--- src/rtl/vreg_addr_seq_if.sv ---
`default_nettype none
// ============================================================================
// Module      : vreg_addr_seq_if
// Description : Request / beat handshake bundle for the VRF address sequencer.
// Revision    : 1.0 - initial release
// ============================================================================
interface vreg_addr_seq_if #(
  parameter int ADDR_WIDTH = 5,
  parameter int OFF_WIDTH  = 8,
  parameter int REG_WIDTH  = 3
);
  logic                  req_valid;
  logic                  req_ready;
  logic [ADDR_WIDTH-1:0] req_base;
  logic [REG_WIDTH-1:0]  req_max_reg;
  logic [OFF_WIDTH-1:0]  req_max_off;
  logic [1:0]            req_mode;
  logic                  flush;
  logic                  out_valid;
  logic                  out_ready;
  logic [ADDR_WIDTH-1:0] out_addr;
  logic [OFF_WIDTH-1:0]  out_off;
  logic                  out_turn;
  logic                  out_first;
  logic                  out_last;
  logic                  busy;

  // Decoder side: issues requests, consumes beats.
  modport master (
    output req_valid, req_base, req_max_reg, req_max_off, req_mode, flush, out_ready,
    input  req_ready, out_valid, out_addr, out_off, out_turn, out_first, out_last, busy
  );

  // Sequencer side.
  modport slave (
    input  req_valid, req_base, req_max_reg, req_max_off, req_mode, flush, out_ready,
    output req_ready, out_valid, out_addr, out_off, out_turn, out_first, out_last, busy
  );
endinterface
`default_nettype wire

--- src/rtl/vreg_addr_seq.sv ---
`default_nettype none
// ============================================================================
// Module      : vreg_addr_seq
// Description : Walks a vector register group beat by beat (register x offset,
//               optional widen half) with valid/ready request and beat ports.
// Revision    : 1.0 - initial release
// ============================================================================
module vreg_addr_seq #(
  parameter int VLEN       = 16384,
  parameter int DATA_WIDTH = 64,
  parameter int ADDR_WIDTH = 5,
  parameter int OFF_WIDTH  = 8,
  parameter int REG_WIDTH  = 3
) (
  input  wire logic       clk,
  input  wire logic       rst_n,
  vreg_addr_seq_if.slave  bus
);

  typedef enum logic [0:0] {
    S_IDLE = 1'b0,
    S_RUN  = 1'b1
  } state_t;

  localparam logic [1:0]           c_MODE_WIDEN    = 2'b01;
  localparam logic [1:0]           c_MODE_WHOLE    = 2'b10;
  localparam logic [OFF_WIDTH-1:0] c_WHOLE_MAX_OFF = OFF_WIDTH'(VLEN / DATA_WIDTH - 1);

  state_t                r_state;
  logic [ADDR_WIDTH-1:0] r_base;
  logic [REG_WIDTH-1:0]  r_max_reg;
  logic [OFF_WIDTH-1:0]  r_max_off;
  logic                  r_widen;
  logic [REG_WIDTH-1:0]  r_reg;
  logic [OFF_WIDTH-1:0]  r_off;
  logic                  r_turn;
  logic [ADDR_WIDTH-1:0] r_addr;
  logic                  r_first;
  logic                  r_last;

  state_t                w_state_nxt;
  logic [ADDR_WIDTH-1:0] w_base_nxt;
  logic [REG_WIDTH-1:0]  w_max_reg_nxt;
  logic [OFF_WIDTH-1:0]  w_max_off_nxt;
  logic                  w_widen_nxt;
  logic [REG_WIDTH-1:0]  w_reg_nxt;
  logic [OFF_WIDTH-1:0]  w_off_nxt;
  logic                  w_turn_nxt;
  logic [ADDR_WIDTH-1:0] w_addr_nxt;
  logic                  w_first_nxt;
  logic                  w_last_nxt;

  logic                  w_req_ready;
  logic                  w_accept;
  logic                  w_step;
  logic [OFF_WIDTH-1:0]  w_ld_max_off;
  logic                  w_ld_widen;
  logic [REG_WIDTH-1:0]  w_adv_reg;
  logic [OFF_WIDTH-1:0]  w_adv_off;
  logic                  w_adv_turn;
  logic                  w_adv_last;

  // Position of the beat following the one currently presented.
  always_comb begin
    w_adv_reg  = r_reg;
    w_adv_off  = r_off;
    w_adv_turn = 1'b0;
    w_adv_last = 1'b0;
    if (r_widen && !r_turn) begin
      w_adv_turn = 1'b1;
      w_adv_last = (r_reg == r_max_reg) && (r_off == r_max_off);
    end else begin
      if (r_off == r_max_off) begin
        w_adv_off = '0;
        w_adv_reg = r_reg + 1'b1;
      end else begin
        w_adv_off = r_off + 1'b1;
      end
      w_adv_last = (w_adv_reg == r_max_reg) && (w_adv_off == r_max_off) && !r_widen;
    end
  end

  always_comb begin
    w_state_nxt   = r_state;
    w_base_nxt    = r_base;
    w_max_reg_nxt = r_max_reg;
    w_max_off_nxt = r_max_off;
    w_widen_nxt   = r_widen;
    w_reg_nxt     = r_reg;
    w_off_nxt     = r_off;
    w_turn_nxt    = r_turn;
    w_addr_nxt    = r_addr;
    w_first_nxt   = r_first;
    w_last_nxt    = r_last;

    w_req_ready = 1'b0;
    case (r_state)
      S_IDLE:  w_req_ready = !bus.flush;
      S_RUN:   w_req_ready = r_last && bus.out_ready && !bus.flush;
      default: w_req_ready = 1'b0;
    endcase
    w_accept = bus.req_valid && w_req_ready;
    w_step   = (r_state == S_RUN) && bus.out_ready;

    w_ld_widen   = (bus.req_mode == c_MODE_WIDEN);
    w_ld_max_off = (bus.req_mode == c_MODE_WHOLE) ? c_WHOLE_MAX_OFF : bus.req_max_off;

    if (bus.flush) begin
      w_state_nxt = S_IDLE;
      w_reg_nxt   = '0;
      w_off_nxt   = '0;
      w_turn_nxt  = 1'b0;
      w_addr_nxt  = '0;
      w_first_nxt = 1'b0;
      w_last_nxt  = 1'b0;
    end else if (w_accept) begin
      // Acceptance also covers the back-to-back case during the last beat.
      w_state_nxt   = S_RUN;
      w_base_nxt    = bus.req_base;
      w_max_reg_nxt = bus.req_max_reg;
      w_max_off_nxt = w_ld_max_off;
      w_widen_nxt   = w_ld_widen;
      w_reg_nxt     = '0;
      w_off_nxt     = '0;
      w_turn_nxt    = 1'b0;
      w_addr_nxt    = bus.req_base;
      w_first_nxt   = 1'b1;
      w_last_nxt    = (bus.req_max_reg == '0) && (w_ld_max_off == '0) && !w_ld_widen;
    end else if (w_step) begin
      if (r_last) begin
        w_state_nxt = S_IDLE;
        w_turn_nxt  = 1'b0;
        w_first_nxt = 1'b0;
        w_last_nxt  = 1'b0;
      end else begin
        w_reg_nxt   = w_adv_reg;
        w_off_nxt   = w_adv_off;
        w_turn_nxt  = w_adv_turn;
        w_addr_nxt  = r_base + ADDR_WIDTH'(w_adv_reg);
        w_first_nxt = 1'b0;
        w_last_nxt  = w_adv_last;
      end
    end
  end

  always_ff @(posedge clk or negedge rst_n) begin
    if (!rst_n) begin
      r_state   <= S_IDLE;
      r_base    <= '0;
      r_max_reg <= '0;
      r_max_off <= '0;
      r_widen   <= 1'b0;
      r_reg     <= '0;
      r_off     <= '0;
      r_turn    <= 1'b0;
      r_addr    <= '0;
      r_first   <= 1'b0;
      r_last    <= 1'b0;
    end else begin
      r_state   <= w_state_nxt;
      r_base    <= w_base_nxt;
      r_max_reg <= w_max_reg_nxt;
      r_max_off <= w_max_off_nxt;
      r_widen   <= w_widen_nxt;
      r_reg     <= w_reg_nxt;
      r_off     <= w_off_nxt;
      r_turn    <= w_turn_nxt;
      r_addr    <= w_addr_nxt;
      r_first   <= w_first_nxt;
      r_last    <= w_last_nxt;
    end
  end

  assign bus.req_ready = w_req_ready && rst_n;
  assign bus.out_valid = (r_state == S_RUN);
  assign bus.busy      = (r_state == S_RUN);
  assign bus.out_addr  = r_addr;
  assign bus.out_off   = r_off;
  assign bus.out_turn  = r_turn;
  assign bus.out_first = r_first;
  assign bus.out_last  = r_last;

endmodule
`default_nettype wire

--- src/flat_wrapper.sv ---
// flat-port wrapper written by rule: the top's interface ports become plain ports
module vreg_addr_seq_flat 
#(
  parameter int VLEN       = 16384,
  parameter int DATA_WIDTH = 64,
  parameter int ADDR_WIDTH = 5,
  parameter int OFF_WIDTH  = 8,
  parameter int REG_WIDTH  = 3
)
  (clk, rst_n, bus_req_valid, bus_req_base, bus_req_max_reg, bus_req_max_off, bus_req_mode, bus_flush, bus_out_ready, bus_req_ready, bus_out_valid, bus_out_addr, bus_out_off, bus_out_turn, bus_out_first, bus_out_last, bus_busy);
  vreg_addr_seq_if #(.ADDR_WIDTH(ADDR_WIDTH), .OFF_WIDTH(OFF_WIDTH), .REG_WIDTH(REG_WIDTH)) bus_i ();
  input  wire logic clk;
  input  wire logic rst_n;
  input wire logic [$bits(bus_i.req_valid)-1:0] bus_req_valid;
  input wire logic [$bits(bus_i.req_base)-1:0] bus_req_base;
  input wire logic [$bits(bus_i.req_max_reg)-1:0] bus_req_max_reg;
  input wire logic [$bits(bus_i.req_max_off)-1:0] bus_req_max_off;
  input wire logic [$bits(bus_i.req_mode)-1:0] bus_req_mode;
  input wire logic [$bits(bus_i.flush)-1:0] bus_flush;
  input wire logic [$bits(bus_i.out_ready)-1:0] bus_out_ready;
  output wire logic [$bits(bus_i.req_ready)-1:0] bus_req_ready;
  output wire logic [$bits(bus_i.out_valid)-1:0] bus_out_valid;
  output wire logic [$bits(bus_i.out_addr)-1:0] bus_out_addr;
  output wire logic [$bits(bus_i.out_off)-1:0] bus_out_off;
  output wire logic [$bits(bus_i.out_turn)-1:0] bus_out_turn;
  output wire logic [$bits(bus_i.out_first)-1:0] bus_out_first;
  output wire logic [$bits(bus_i.out_last)-1:0] bus_out_last;
  output wire logic [$bits(bus_i.busy)-1:0] bus_busy;
  assign bus_i.req_valid = bus_req_valid;
  assign bus_i.req_base = bus_req_base;
  assign bus_i.req_max_reg = bus_req_max_reg;
  assign bus_i.req_max_off = bus_req_max_off;
  assign bus_i.req_mode = bus_req_mode;
  assign bus_i.flush = bus_flush;
  assign bus_i.out_ready = bus_out_ready;
  assign bus_req_ready = bus_i.req_ready;
  assign bus_out_valid = bus_i.out_valid;
  assign bus_out_addr = bus_i.out_addr;
  assign bus_out_off = bus_i.out_off;
  assign bus_out_turn = bus_i.out_turn;
  assign bus_out_first = bus_i.out_first;
  assign bus_out_last = bus_i.out_last;
  assign bus_busy = bus_i.busy;
  vreg_addr_seq #(.VLEN(VLEN), .DATA_WIDTH(DATA_WIDTH), .ADDR_WIDTH(ADDR_WIDTH), .OFF_WIDTH(OFF_WIDTH), .REG_WIDTH(REG_WIDTH)) u_core (.clk(clk), .rst_n(rst_n), .bus(bus_i));
endmodule
--- config.mk ---
export PLATFORM = sky130hd
export DESIGN_NAME = vreg_addr_seq_flat
export DESIGN_NICKNAME = d
export VERILOG_FILES = /design/src/rtl/vreg_addr_seq_if.sv /design/src/rtl/vreg_addr_seq.sv /design/src/flat_wrapper.sv
export SDC_FILE = /design/constraint.sdc
export NUM_CORES = 1
export LEC_CHECK = 0
export BUFFER_PORTS_ARGS = -buffer_cell sky130_fd_sc_hd__buf_4
export CAP_MARGIN = 10
export CORE_MARGIN = 2
export CORE_UTILIZATION = 50
export CTS_CLUSTER_SIZE = 14
export DETAILED_ROUTE_END_ITERATION = 12
export GPL_ROUTABILITY_DRIVEN = 1
export HOLD_SLACK_MARGIN = 0.03
export MAX_ROUTING_LAYER = met4
export PLACE_DENSITY = 0.8
export SLEW_MARGIN = 5
export SYNTH_ARGS = -nofsm -noshare
export SYNTH_HDL_FRONTEND = slang
export SYNTH_SLANG_ARGS = --single-unit
--- constraint.sdc ---
create_clock -name clk -period 3.8 [get_ports clk]
set_input_delay 0.38 -clock clk [delete_from_list [all_inputs] [get_ports clk]]
set_output_delay 0.38 -clock clk [all_outputs]
set_load 0.01 [all_outputs]
==> results of run 1 <==
path summary, 6_finish.rpt:
| path | slack [ns] | end | cells past startpoint | from |
|---|---|---|---|---|
| hold / removal | 0.04 | u_core.bus.out_off[4] | 1 | rst_n |
| setup reg to reg | 0.89 | u_core.bus.out_addr[4] | 13 | u_core.bus.out_off[5] |
| hold reg to reg | 0.49 | u_core.r_base[0] | 2 | u_core.r_base[0] |
| setup / recovery | 0.89 | u_core.bus.out_addr[4] | 13 | u_core.bus.out_off[5] |
| min in group clk | 0.28 | u_core.bus.out_addr[3] | 2 | bus_flush |
| max in group asynchronous | 3.42 | u_core.r_reg[2] | 1 | rst_n |
per-layer routing:
layer  vias to the layer above  wire, microns
met5                         -              0
met3                         6            292
li1                        979              -
met1                       982           2340
met4                         0             68
met2                        60           2570
critical path: stages (launching register included):
cell and delay (ns):
dfrtp_1 0.59, xor2_2 0.18, nor4_4 0.27, and2_1 0.21
buf_4 0.22, nand3_1 0.11, xnor2_1 0.21, ha_1 0.31
a21oi_1 0.19, nor2b_1 0.08, xnor2_1 0.13, nand2_1 0.07
o211ai_1 0.13, a21oi_1 0.09
kinds of logic (layout without fill, tap and decap cells):
logic type / count (synthesis) / in the layout / synth area share (%)
adder cells (fa/ha/maj): 6 / 6 / 3.59
multiplexers: 5 / 5 / 2.28
buffers and inverters: 18 / 53 / 4.24
AO/OA/AOI/OAI: 44 / 44 / 12.4
AND/OR/NAND/NOR: 122 / 122 / 25.9
flip-flops: 37 / 37 / 40.2
XOR/XNOR: 29 / 29 / 11.4
Yosys cell counts (2+ instances only):
cell and n:
a211oi_1 2, a21o_1 3, a21oi_1 14, a31oi_1 3, and3_1 3, and4_1 2
buf_1 2, buf_2 3, buf_4 5, clkbuf_1 5, dfrtp_1 37, ha_1 5
inv_1 2, mux2_2 2, mux2i_1 3, nand2_1 42, nand3_1 9, nor2_1 27
nor2b_1 4, nor3_1 14, nor4_1 9, o2111ai_1 2, o21ai_0 10, or3_1 2
xnor2_1 17, xor2_1 11
cell type report:
type	instances	area [sq um]	area share, %
clock inverter	2	10.0	0.373
tap	52	65.1	2.43
sequential	37	926	34.5
clock buffer	6	72.6	2.71
multi-input combinational	206	1280	47.7
inverter	2	7.51	0.280
timing repair buffer	43	323	12.0
through the flow:
step	utilization, %	cell area [sq um]	power, mW	cells
4_1_cts	61.2	2680	0.931	348
6_report	61.2	2680	0.925	348
5_1_grt	61.2	2680	0.976	348
3_5_place_dp	59.3	2600	0.667	340
3_3_place_gp	59.3	2600	0.661	340
2_1_floorplan	-	2300	0.592	261
report_power, final:
group,total [mW],internal [mW],leakage (nW),switching [mW]
combinational,0.183,0.0860,0.709,0.0974
sequential,0.477,0.432,0.471,0.0455
clock,0.264,0.127,0.0450,0.137
==> run_summary.xml, run 1 <==
<?xml version="1.0" encoding="UTF-8"?>
<metrics>
  <group name="clocking">
    <metric name="cts-htree-levels" unit="">2</metric>
    <metric name="cts.sinks" unit="">37</metric>
    <metric name="cts_setup_buffers" unit="">0</metric>
    <metric name="cts_buffer_depth" unit="">2</metric>
    <metric name="worst_setup_hold_path_clk_slew" unit="ns">0.08</metric>
    <metric name="clk_latency" unit="ns">0.29</metric>
    <metric name="cts-buffers-inserted" unit="">5</metric>
    <metric name="postCtsResizedCells" unit="">0</metric>
    <metric name="cts_hold_buffers" unit="">0</metric>
    <metric name="cts_tree" unit="">built</metric>
    <metric name="clockRootBuffer" unit="">clkbuf_8</metric>
  </group>
  <group name="yosys">
    <metric name="yosysWarningCount" unit="">0</metric>
    <metric name="seq_area_frac_synth" unit="%">40.2</metric>
    <metric name="post_synth_edffs" unit="">0</metric>
    <metric name="post_synth.cell_area_avg" unit="sq um">8.82</metric>
    <metric name="top_flip_flop_cell_by_instance_count_after_synthesis" unit="">dfrtp_1</metric>
    <metric name="yosys-top-cells-area" unit="">dfrtp_1 40%, nand2_1 6.8%, xnor2_1 6.5%, nor2_1 4.4%, xor2_1 4.2%</metric>
    <metric name="postSynthCellCount" unit="">261</metric>
    <metric name="synth_async_sr_flop_share" unit="%">100</metric>
    <metric name="netlist_area" unit="sq mm">0.00230</metric>
    <metric name="synth_nets" unit="">290</metric>
    <metric name="synth-seq-cells" unit="">37</metric>
    <metric name="synth_cell_types" unit="">49</metric>
    <metric name="synthDominantAreaCellType" unit="">dfrtp_1</metric>
    <metric name="netlist.area_leader.share" unit="%">40.2</metric>
  </group>
  <group name="route">
    <metric name="vias" unit="">2027</metric>
    <metric name="drtPass1Iterations" unit="">4</metric>
    <metric name="drt_drc_violations_left" unit="">0</metric>
    <metric name="routed_via_density" unit="">5.82</metric>
    <metric name="routedWlPerCell" unit="microns">15.2</metric>
    <metric name="drt_iter0_markers" unit="">175</metric>
    <metric name="routed_wirelength" unit="microns">5280</metric>
    <metric name="antenna_left" unit="">0</metric>
  </group>
  <group name="sta">
    <metric name="timing_hold_violations_final" unit="">0</metric>
    <metric name="setup_total_negative_slack" unit="ns">0</metric>
    <metric name="fmaxAchievable" unit="MHz">344</metric>
    <metric name="rsz_0062_raised_after_global_routing" unit="">false</metric>
    <metric name="max_clock_skew" unit="ns">0.0116</metric>
    <metric name="setup_viol" unit="">0</metric>
    <metric name="final-max-slew-violation-count" unit="">0</metric>
    <metric name="fin_crit" unit="ns">2.91</metric>
    <metric name="min_period_over_period" unit="%">76.5</metric>
    <metric name="holdWs" unit="ns">0.0413</metric>
    <metric name="timing_worst_slew_pin_value" unit="ns">0.670</metric>
    <metric name="max_slew_margin" unit="%">55.3</metric>
    <metric name="worst_slack" unit="ns">0.893</metric>
  </group>
  <group name="layout">
    <metric name="area_growth" unit="%">16.5</metric>
    <metric name="post_route_cells_drive_above_1_share" unit="%">19.3</metric>
    <metric name="final_nets" unit="">324</metric>
    <metric name="most-common-layout-cells" unit="">43 x buf_4, 42 x nand2_1, 37 x dfrtp_1, 27 x nor2_1, 17 x xnor2_1</metric>
    <metric name="diodes" unit="">0</metric>
    <metric name="fillers" unit="">392</metric>
    <metric name="layout_commonest_cell" unit="">buf_4</metric>
  </group>
  <group name="global_routing">
    <metric name="maximum_number_of_pins_on_one_net_before_global_route_repair" unit="">39</metric>
    <metric name="antenna_found_initial" unit="">0</metric>
    <metric name="global_routing_usage_on_met2" unit="%">37.6</metric>
    <metric name="wire_length_of_the_first_global_routing_pass" unit="microns">9200</metric>
    <metric name="grt_pass1_vias" unit="">2025</metric>
    <metric name="gr-total-overflow" unit="">0</metric>
    <metric name="grtUsageMet1" unit="%">29.2</metric>
    <metric name="grt_use_total" unit="%">23.4</metric>
    <metric name="grt.met3_usage" unit="%">4.64</metric>
    <metric name="global_route.peak_usage_layer" unit="">met2</metric>
  </group>
  <group name="die">
    <metric name="core_area" unit="sq mm">0.00438</metric>
    <metric name="floorplan.die.height" unit="microns">71.9</metric>
    <metric name="top_level_ports" unit="">42</metric>
    <metric name="rows" unit="">24</metric>
    <metric name="fp.dieW" unit="microns">71.9</metric>
    <metric name="initial_core_util" unit="%">52.5</metric>
    <metric name="dieArea" unit="sq mm">0.00516</metric>
  </group>
  <group name="run_status">
    <metric name="status" unit="">finished, final reports clean</metric>
  </group>
  <group name="critical_path">
    <metric name="worstPathMaxFanout" unit="">15</metric>
    <metric name="critPathKind" unit="">reg -&gt; reg</metric>
    <metric name="worstPathArrival" unit="ns">3.08</metric>
    <metric name="crit_required" unit="ns">3.98</metric>
    <metric name="crit_path_launch_type" unit="">flop</metric>
    <metric name="cp-end-kind" unit="">flop</metric>
  </group>
  <group name="job">
    <metric name="cap_viol_max_count" unit="">0</metric>
  </group>
  <group name="power">
    <metric name="power.ir.vdd_worst" unit="V">0.000322</metric>
    <metric name="power-per-cell-area" unit="mW/mm^2">345</metric>
    <metric name="p_leak" unit="nW">1.23</metric>
  </group>
  <group name="place">
    <metric name="port_buffers" unit="">41</metric>
    <metric name="pre_cts_ws" unit="ns">0.941</metric>
    <metric name="place_congestion" unit="">0.858</metric>
    <metric name="dp_hpwl" unit="microns">3920</metric>
  </group>
  <group name="min_path">
    <metric name="hp_class" unit="">in -&gt; async</metric>
  </group>
</metrics>
Note: power is estimated with default switching activity, not from simulation.
==> run 2, diff against run 1 <==
Clock period 3.8 ns to 3.04 ns, I/O delays scaled along.
==> run 2 against run 1 <==
Critical path depth shrank 2. Critical path type unchanged. Wire length is 2.1% higher. Fmax up 5.2%. Register-to-register slack got worse by 0.62 ns. First-iteration DRC count shrank 34%. Non-clock buffer count up 5. Clock power up 89%. Sequential share of layout area decreased by 1.1 points. Via count shrank 2.0%. Clock skew decreased by 0.0022 ns. Cell count increased by 1.4%.
==> run_summary.xml, run 2 (same netlist as run 1, synthesis figures left out) <==
<?xml version="1.0" encoding="UTF-8"?>
<metrics>
  <group name="run_status">
    <metric name="status" unit="">finished, final reports clean</metric>
  </group>
  <group name="sta">
    <metric name="max_slew_margin" unit="%">55.1</metric>
    <metric name="timing_hold_violations_final" unit="">0</metric>
    <metric name="fmaxAchievable" unit="MHz">362</metric>
    <metric name="timing_worst_slew_pin_value" unit="ns">0.674</metric>
    <metric name="holdWs" unit="ns">0.209</metric>
    <metric name="min_period_over_period" unit="%">90.9</metric>
    <metric name="final-max-slew-violation-count" unit="">0</metric>
    <metric name="max_clock_skew" unit="ns">0.00941</metric>
    <metric name="setup_total_negative_slack" unit="ns">0</metric>
    <metric name="setup_viol" unit="">0</metric>
    <metric name="rsz_0062_raised_after_global_routing" unit="">false</metric>
    <metric name="fin_crit" unit="ns">2.76</metric>
  </group>
  <group name="layout">
    <metric name="diodes" unit="">0</metric>
    <metric name="post_route_cells_drive_above_1_share" unit="%">20.6</metric>
    <metric name="layout_commonest_cell" unit="">buf_4</metric>
    <metric name="fillers" unit="">381</metric>
    <metric name="area_growth" unit="%">20.5</metric>
    <metric name="final_nets" unit="">329</metric>
    <metric name="most-common-layout-cells" unit="">47 x buf_4, 42 x nand2_1, 37 x dfrtp_1, 27 x nor2_1, 17 x xnor2_1</metric>
    <metric name="post-route-cell-area" unit="sq mm">0.00277</metric>
  </group>
  <group name="clocking">
    <metric name="cts-htree-levels" unit="">2</metric>
    <metric name="cts-buffers-inserted" unit="">5</metric>
    <metric name="worst_setup_hold_path_clk_slew" unit="ns">0.08</metric>
    <metric name="postCtsResizedCells" unit="">0</metric>
    <metric name="clockRootBuffer" unit="">clkbuf_8</metric>
    <metric name="cts_buffer_depth" unit="">2</metric>
    <metric name="cts_hold_buffers" unit="">1</metric>
    <metric name="cts_tree" unit="">built</metric>
    <metric name="clk_latency" unit="ns">0.29</metric>
    <metric name="cts_setup_buffers" unit="">0</metric>
    <metric name="cts.sinks" unit="">37</metric>
  </group>
  <group name="die">
    <metric name="initial_core_util" unit="%">52.5</metric>
    <metric name="floorplan.die.height" unit="microns">71.9</metric>
    <metric name="top_level_ports" unit="">42</metric>
    <metric name="fp.dieW" unit="microns">71.9</metric>
    <metric name="dieArea" unit="sq mm">0.00516</metric>
    <metric name="rows" unit="">24</metric>
    <metric name="core_area" unit="sq mm">0.00438</metric>
  </group>
  <group name="job">
    <metric name="cap_viol_max_count" unit="">0</metric>
  </group>
  <group name="global_routing">
    <metric name="grt_pass1_vias" unit="">1978</metric>
    <metric name="wire_length_of_the_first_global_routing_pass" unit="microns">9160</metric>
    <metric name="grt_use_total" unit="%">23.6</metric>
    <metric name="antenna_found_initial" unit="">0</metric>
    <metric name="maximum_number_of_pins_on_one_net_before_global_route_repair" unit="">39</metric>
    <metric name="gr-total-overflow" unit="">0</metric>
  </group>
  <group name="power">
    <metric name="power.ir.vdd_worst" unit="V">0.000344</metric>
    <metric name="power" unit="mW">1.33</metric>
    <metric name="power-per-cell-area" unit="mW/mm^2">478</metric>
    <metric name="p_leak" unit="nW">1.27</metric>
  </group>
  <group name="critical_path">
    <metric name="worst_path_largest_cell_delay" unit="ns">0.46</metric>
    <metric name="worstPathArrival" unit="ns">2.95</metric>
    <metric name="cp-end-kind" unit="">flop</metric>
    <metric name="critical_path.n_buffers_inverters" unit="">0</metric>
    <metric name="crit_required" unit="ns">3.23</metric>
    <metric name="timing.critical_path.max_delay_family" unit="">simple AND/OR/NAND/NOR gates</metric>
    <metric name="worst_path_max_delay_cell" unit="">dfrtp_1</metric>
    <metric name="crit_path_launch_type" unit="">flop</metric>
    <metric name="worstPathMaxFanout" unit="">5</metric>
    <metric name="critical_path.cell_chain" unit="">xor2_2, nor4_4, and2_1, nand2_1, mux2_2, ha_1, a21o_1, a21oi_1, xnor2_1, nand2_1, a311oi_1</metric>
    <metric name="critPathKind" unit="">reg -&gt; reg</metric>
    <metric name="cpMostUsedCell" unit="">nand2_1</metric>
  </group>
  <group name="route">
    <metric name="routedWlPerCell" unit="microns">15.3</metric>
    <metric name="antenna_left" unit="">0</metric>
    <metric name="drt_drc_violations_left" unit="">0</metric>
    <metric name="drt_iter0_markers" unit="">116</metric>
    <metric name="vias" unit="">1986</metric>
    <metric name="drtPass1Iterations" unit="">4</metric>
    <metric name="routed_wirelength" unit="microns">5380</metric>
    <metric name="routed_via_density" unit="">5.63</metric>
  </group>
  <group name="place">
    <metric name="port_buffers" unit="">41</metric>
    <metric name="place_congestion" unit="">0.886</metric>
    <metric name="placedInstanceArea" unit="sq mm">0.00263</metric>
    <metric name="dp_hpwl" unit="microns">4000</metric>
  </group>
  <group name="min_path">
    <metric name="hp_class" unit="">in -&gt; reg</metric>
  </group>
</metrics>
## run 2: worst reg2reg max path, cell delays in order, from the launching register on
cell,delay [ns]
dfrtp_1,0.46
xor2_2,0.24
nor4_4,0.27
and2_1,0.21
nand2_1,0.10
mux2_2,0.32
ha_1,0.28
a21o_1,0.15
a21oi_1,0.17
xnor2_1,0.14
nand2_1,0.07
a311oi_1,0.25
## run 2: path summary, 6_finish.rpt
| check | slack (ns) | start | end | cells past startpoint |
|---|---|---|---|---|
| hold / removal | 0.21 | bus_flush | u_core.bus.out_addr[4] | 2 |
| setup / recovery | 0.28 | u_core.r_max_off[5] | u_core.bus.out_addr[3] | 11 |
| setup reg to reg | 0.28 | u_core.r_max_off[5] | u_core.bus.out_addr[3] | 11 |
| hold reg to reg | 0.50 | u_core.r_base[2] | u_core.r_base[2] | 2 |
| max in group asynchronous | 2.18 | rst_n | u_core.r_reg[0] | 2 |
| min in group asynchronous | 0.51 | rst_n | u_core.r_max_off[4] | 2 |
## run 2: layout make-up
cell class                 count  area (sq um)  area share, %
clock buffer                   5          68.8           2.48
multi-input combinational    206          1280           46.1
timing repair buffer          48           363           13.1
sequential                    37           926           33.4
clock inverter                 3          65.1           2.35
inverter                       2          7.51          0.271
tap                           52          65.1           2.35
## run 2: report_power, final
part / leakage [nW] / internal (mW) / switching [mW]
logic: 0.735 / 0.110 / 0.124
registers: 0.471 / 0.539 / 0.0538
clock network: 0.0681 / 0.326 / 0.173
## run 2: per-stage QoR
stage                     util (%)  worst slack (ns)  instances
after global placement        60.0             0.387        344
after floorplan                  -             0.287        261
after detailed placement      60.0             0.311        344
after global routing          63.3            0.0660        353
after CTS                     63.3             0.291        353
final                         63.3             0.277        353
## run 2: metal layers
metal / track usage, % / vias to the layer above / routed length (microns)
met5: - / - / 0
li1: - / 992 / -
met3: 4.64 / 4 / 204
met4: 6.71 / 0 / 29
met1: 29.3 / 947 / 2380
met2: 39.2 / 43 / 2770
==> run 3, diff against run 2 <==
Settings changed: CORE_UTILIZATION 50 to 55, PLACE_DENSITY 0.8 to 0.86.
==> run 3 against run 2 <==
Sequential power about the same. Sequential share of layout area increased by 0.43 points. Cell count decreased by 0.57%. Combinational power increased by 3%. Die area decreased by 8.6%. Fmax decreased by 0.85%. Global-route usage increased by 5.7 points. Critical endpoint is now u_core.bus.out_addr[4]. Count of clock-buffer cells in the layout increased by 2. Largest power group unchanged. Flip-flop and latch count unchanged. Clock power decreased by 23%.
==> run_summary.xml, run 3 (same netlist as run 1, synthesis figures left out) <==
<?xml version="1.0" encoding="UTF-8"?>
<metrics>
  <group name="critical_path">
    <metric name="worstRegToRegCells" unit="">13</metric>
    <metric name="critical_path.cell_chain" unit="">xor2_1, nor4_4, and2_1, nand2_1, xnor2_1, ha_1, fa_1, a21oi_1, nor2b_1, xnor2_1, nand2_1, o211ai_1, a21oi_1</metric>
    <metric name="crit_path_end" unit="">u_core.bus.out_addr[4]</metric>
    <metric name="critical_path.n_buffers_inverters" unit="">0</metric>
    <metric name="critPathKind" unit="">reg -&gt; reg</metric>
    <metric name="cp-end-kind" unit="">flop</metric>
    <metric name="timing.critical_path.max_delay_family" unit="">simple AND/OR/NAND/NOR gates</metric>
    <metric name="regToRegStartpoint" unit="">u_core.bus.out_off[1]</metric>
    <metric name="critPathLaunch" unit="">u_core.bus.out_off[1]</metric>
    <metric name="crit_path_launch_type" unit="">flop</metric>
    <metric name="worst_path_max_delay_cell" unit="">dfrtp_1</metric>
    <metric name="crit_required" unit="ns">3.23</metric>
    <metric name="worst_path_largest_cell_delay" unit="ns">0.47</metric>
    <metric name="worstReg2RegEnd" unit="">u_core.bus.out_addr[4]</metric>
    <metric name="worst-r2r-setup-slack" unit="ns">0.25</metric>
    <metric name="worstPathMaxFanout" unit="">7</metric>
    <metric name="critical_path_depth" unit="">13</metric>
    <metric name="worstPathArrival" unit="ns">2.97</metric>
  </group>
  <group name="clocking">
    <metric name="cts_buffer_depth" unit="">2</metric>
    <metric name="cts_tree" unit="">built</metric>
    <metric name="clockRootBuffer" unit="">clkbuf_8</metric>
    <metric name="cts-buffers-inserted" unit="">5</metric>
    <metric name="cts.sinks" unit="">37</metric>
    <metric name="worst_setup_hold_path_clk_slew" unit="ns">0.07</metric>
    <metric name="cts-htree-levels" unit="">2</metric>
    <metric name="cts_setup_buffers" unit="">0</metric>
    <metric name="clk_latency" unit="ns">0.30</metric>
    <metric name="postCtsResizedCells" unit="">0</metric>
  </group>
  <group name="global_routing">
    <metric name="grt_pass1_vias" unit="">2130</metric>
    <metric name="global_route.peak_usage_layer" unit="">met2</metric>
    <metric name="maximum_number_of_pins_on_one_net_before_global_route_repair" unit="">39</metric>
    <metric name="gr-total-overflow" unit="">0</metric>
    <metric name="wire_length_of_the_first_global_routing_pass" unit="microns">9630</metric>
    <metric name="antenna_found_initial" unit="">0</metric>
    <metric name="grtUsageMet1" unit="%">32.6</metric>
    <metric name="grt_use_total" unit="%">29.3</metric>
    <metric name="grt.met3_usage" unit="%">8.28</metric>
    <metric name="global_routing_usage_on_met2" unit="%">48.2</metric>
  </group>
  <group name="die">
    <metric name="core_area" unit="sq mm">0.00403</metric>
    <metric name="fp.dieW" unit="microns">68.7</metric>
    <metric name="initial_core_util" unit="%">57.1</metric>
    <metric name="floorplan.die.height" unit="microns">68.7</metric>
    <metric name="top_level_ports" unit="">42</metric>
    <metric name="rows" unit="">23</metric>
    <metric name="dieArea" unit="sq mm">0.00472</metric>
  </group>
  <group name="power">
    <metric name="share_seq_of_total_power" unit="%">48.9</metric>
    <metric name="clockPowerShare" unit="%">31.4</metric>
    <metric name="power.ir.vdd_worst" unit="V">0.000453</metric>
    <metric name="power-per-cell-area" unit="mW/mm^2">444</metric>
    <metric name="switchingPower" unit="mW">0.363</metric>
    <metric name="internal_power" unit="mW">0.855</metric>
    <metric name="switching_share" unit="%">29.8</metric>
    <metric name="power.share.combinational" unit="%">19.7</metric>
    <metric name="power" unit="mW">1.22</metric>
    <metric name="p_leak" unit="nW">1.26</metric>
  </group>
  <group name="layout">
    <metric name="diodes" unit="">0</metric>
    <metric name="multi_input_comb_area" unit="sq mm">0.00128</metric>
    <metric name="post_route_cells_drive_above_1_share" unit="%">20.6</metric>
    <metric name="final_nets" unit="">329</metric>
    <metric name="layout_commonest_cell" unit="">buf_4</metric>
    <metric name="most-common-layout-cells" unit="">47 x buf_4, 42 x nand2_1, 37 x dfrtp_1, 27 x nor2_1, 17 x xnor2_1</metric>
    <metric name="final_cells" unit="">351</metric>
    <metric name="post-route-cell-area" unit="sq mm">0.00274</metric>
    <metric name="area_growth" unit="%">19.0</metric>
    <metric name="area.sequential" unit="sq um">926</metric>
    <metric name="core_util_final" unit="%">68.0</metric>
    <metric name="fillers" unit="">349</metric>
  </group>
  <group name="place">
    <metric name="place.detailed.instances" unit="">342</metric>
    <metric name="port_buffers" unit="">41</metric>
    <metric name="pre_cts_ws" unit="ns">0.290</metric>
    <metric name="dp_hpwl" unit="microns">4160</metric>
    <metric name="placedInstanceArea" unit="sq mm">0.00263</metric>
    <metric name="place_congestion" unit="">0.884</metric>
  </group>
  <group name="sta">
    <metric name="setup_viol" unit="">0</metric>
    <metric name="min_period_over_period" unit="%">91.7</metric>
    <metric name="max_clock_skew" unit="ns">0.00348</metric>
    <metric name="fin_crit" unit="ns">2.79</metric>
    <metric name="fmaxAchievable" unit="MHz">359</metric>
    <metric name="max_slew_margin" unit="%">54.4</metric>
    <metric name="worst_slack" unit="ns">0.253</metric>
    <metric name="timing_worst_slew_pin_value" unit="ns">0.683</metric>
    <metric name="rsz_0062_raised_after_global_routing" unit="">false</metric>
    <metric name="final-max-slew-violation-count" unit="">0</metric>
    <metric name="timing_hold_violations_final" unit="">0</metric>
    <metric name="holdWs" unit="ns">0.190</metric>
    <metric name="setup_total_negative_slack" unit="ns">0</metric>
  </group>
  <group name="route">
    <metric name="routed_via_density" unit="">5.89</metric>
    <metric name="drt_drc_violations_left" unit="">0</metric>
    <metric name="antenna_left" unit="">0</metric>
    <metric name="routed_wirelength" unit="microns">5710</metric>
    <metric name="drtPass1Iterations" unit="">4</metric>
    <metric name="vias" unit="">2068</metric>
    <metric name="routedWlPerCell" unit="microns">16.3</metric>
    <metric name="drt_iter0_markers" unit="">135</metric>
  </group>
  <group name="min_path">
    <metric name="hp_class" unit="">in -&gt; reg</metric>
  </group>
  <group name="job">
    <metric name="cap_viol_max_count" unit="">0</metric>
  </group>
  <group name="run_status">
    <metric name="status" unit="">finished, final reports clean</metric>
  </group>
</metrics>
## run 3: routing by layer
metal,wire [microns],up-vias
met4,121,0
met3,303,12
met2,2970,57
met1,2310,1008
met5,0,-
li1,-,991
## run 3: how the worst min path moves through the flow
| stage | slack (ns) | startpoint | depth (start not counted) | endpoint |
|---|---|---|---|---|
| finish | 0.19 | bus_flush | 2 | u_core.bus.out_addr[4] |
| global route | 0.18 | bus_flush | 2 | u_core.bus.out_addr[4] |
| CTS | 0.19 | bus_flush | 2 | u_core.bus.out_addr[4] |
| detailed placement | 0.30 | rst_n | 1 | u_core.r_max_off[4] |
| global placement | 0.30 | rst_n | 1 | u_core.r_max_off[4] |
| floorplan | 0.008 | rst_n | 0 | u_core.bus.busy |
## run 3: repair_timing
action	in CTS	in global routing
hold endpoints to repair	37	0
setup endpoints to repair	0	0
hold buffers	1	0
## run 3: power groups by stage
stage	Sequential [mW]	Combinational, mW	Clock, mW
global route	0.601	0.270	0.418
finish	0.595	0.240	0.382
CTS	0.594	0.241	0.389
detailed placement	0.603	0.238	0
global placement	0.600	0.230	0
floorplan	0.592	0.148	0
## run 3: worst register-to-register path, delay by kind of cell, from the launching register on
kind            cells  cell delay [ns]
simple gates        5             0.78
compound gates      3             0.32
flops               1             0.47
fa+ha+maj           2             0.63
xor+xnor            3             0.49
## run 3: final cells by class
| type | count | area share, % |
|---|---|---|
| Clock buffer | 7 | 3.52 |
| Clock inverter | 1 | 0.183 |
| Inverter | 2 | 0.274 |
| Multi-Input combinational cell | 206 | 46.7 |
| Sequential cell | 37 | 33.8 |
| Tap cell | 50 | 2.28 |
| Timing Repair Buffer | 48 | 13.2 |
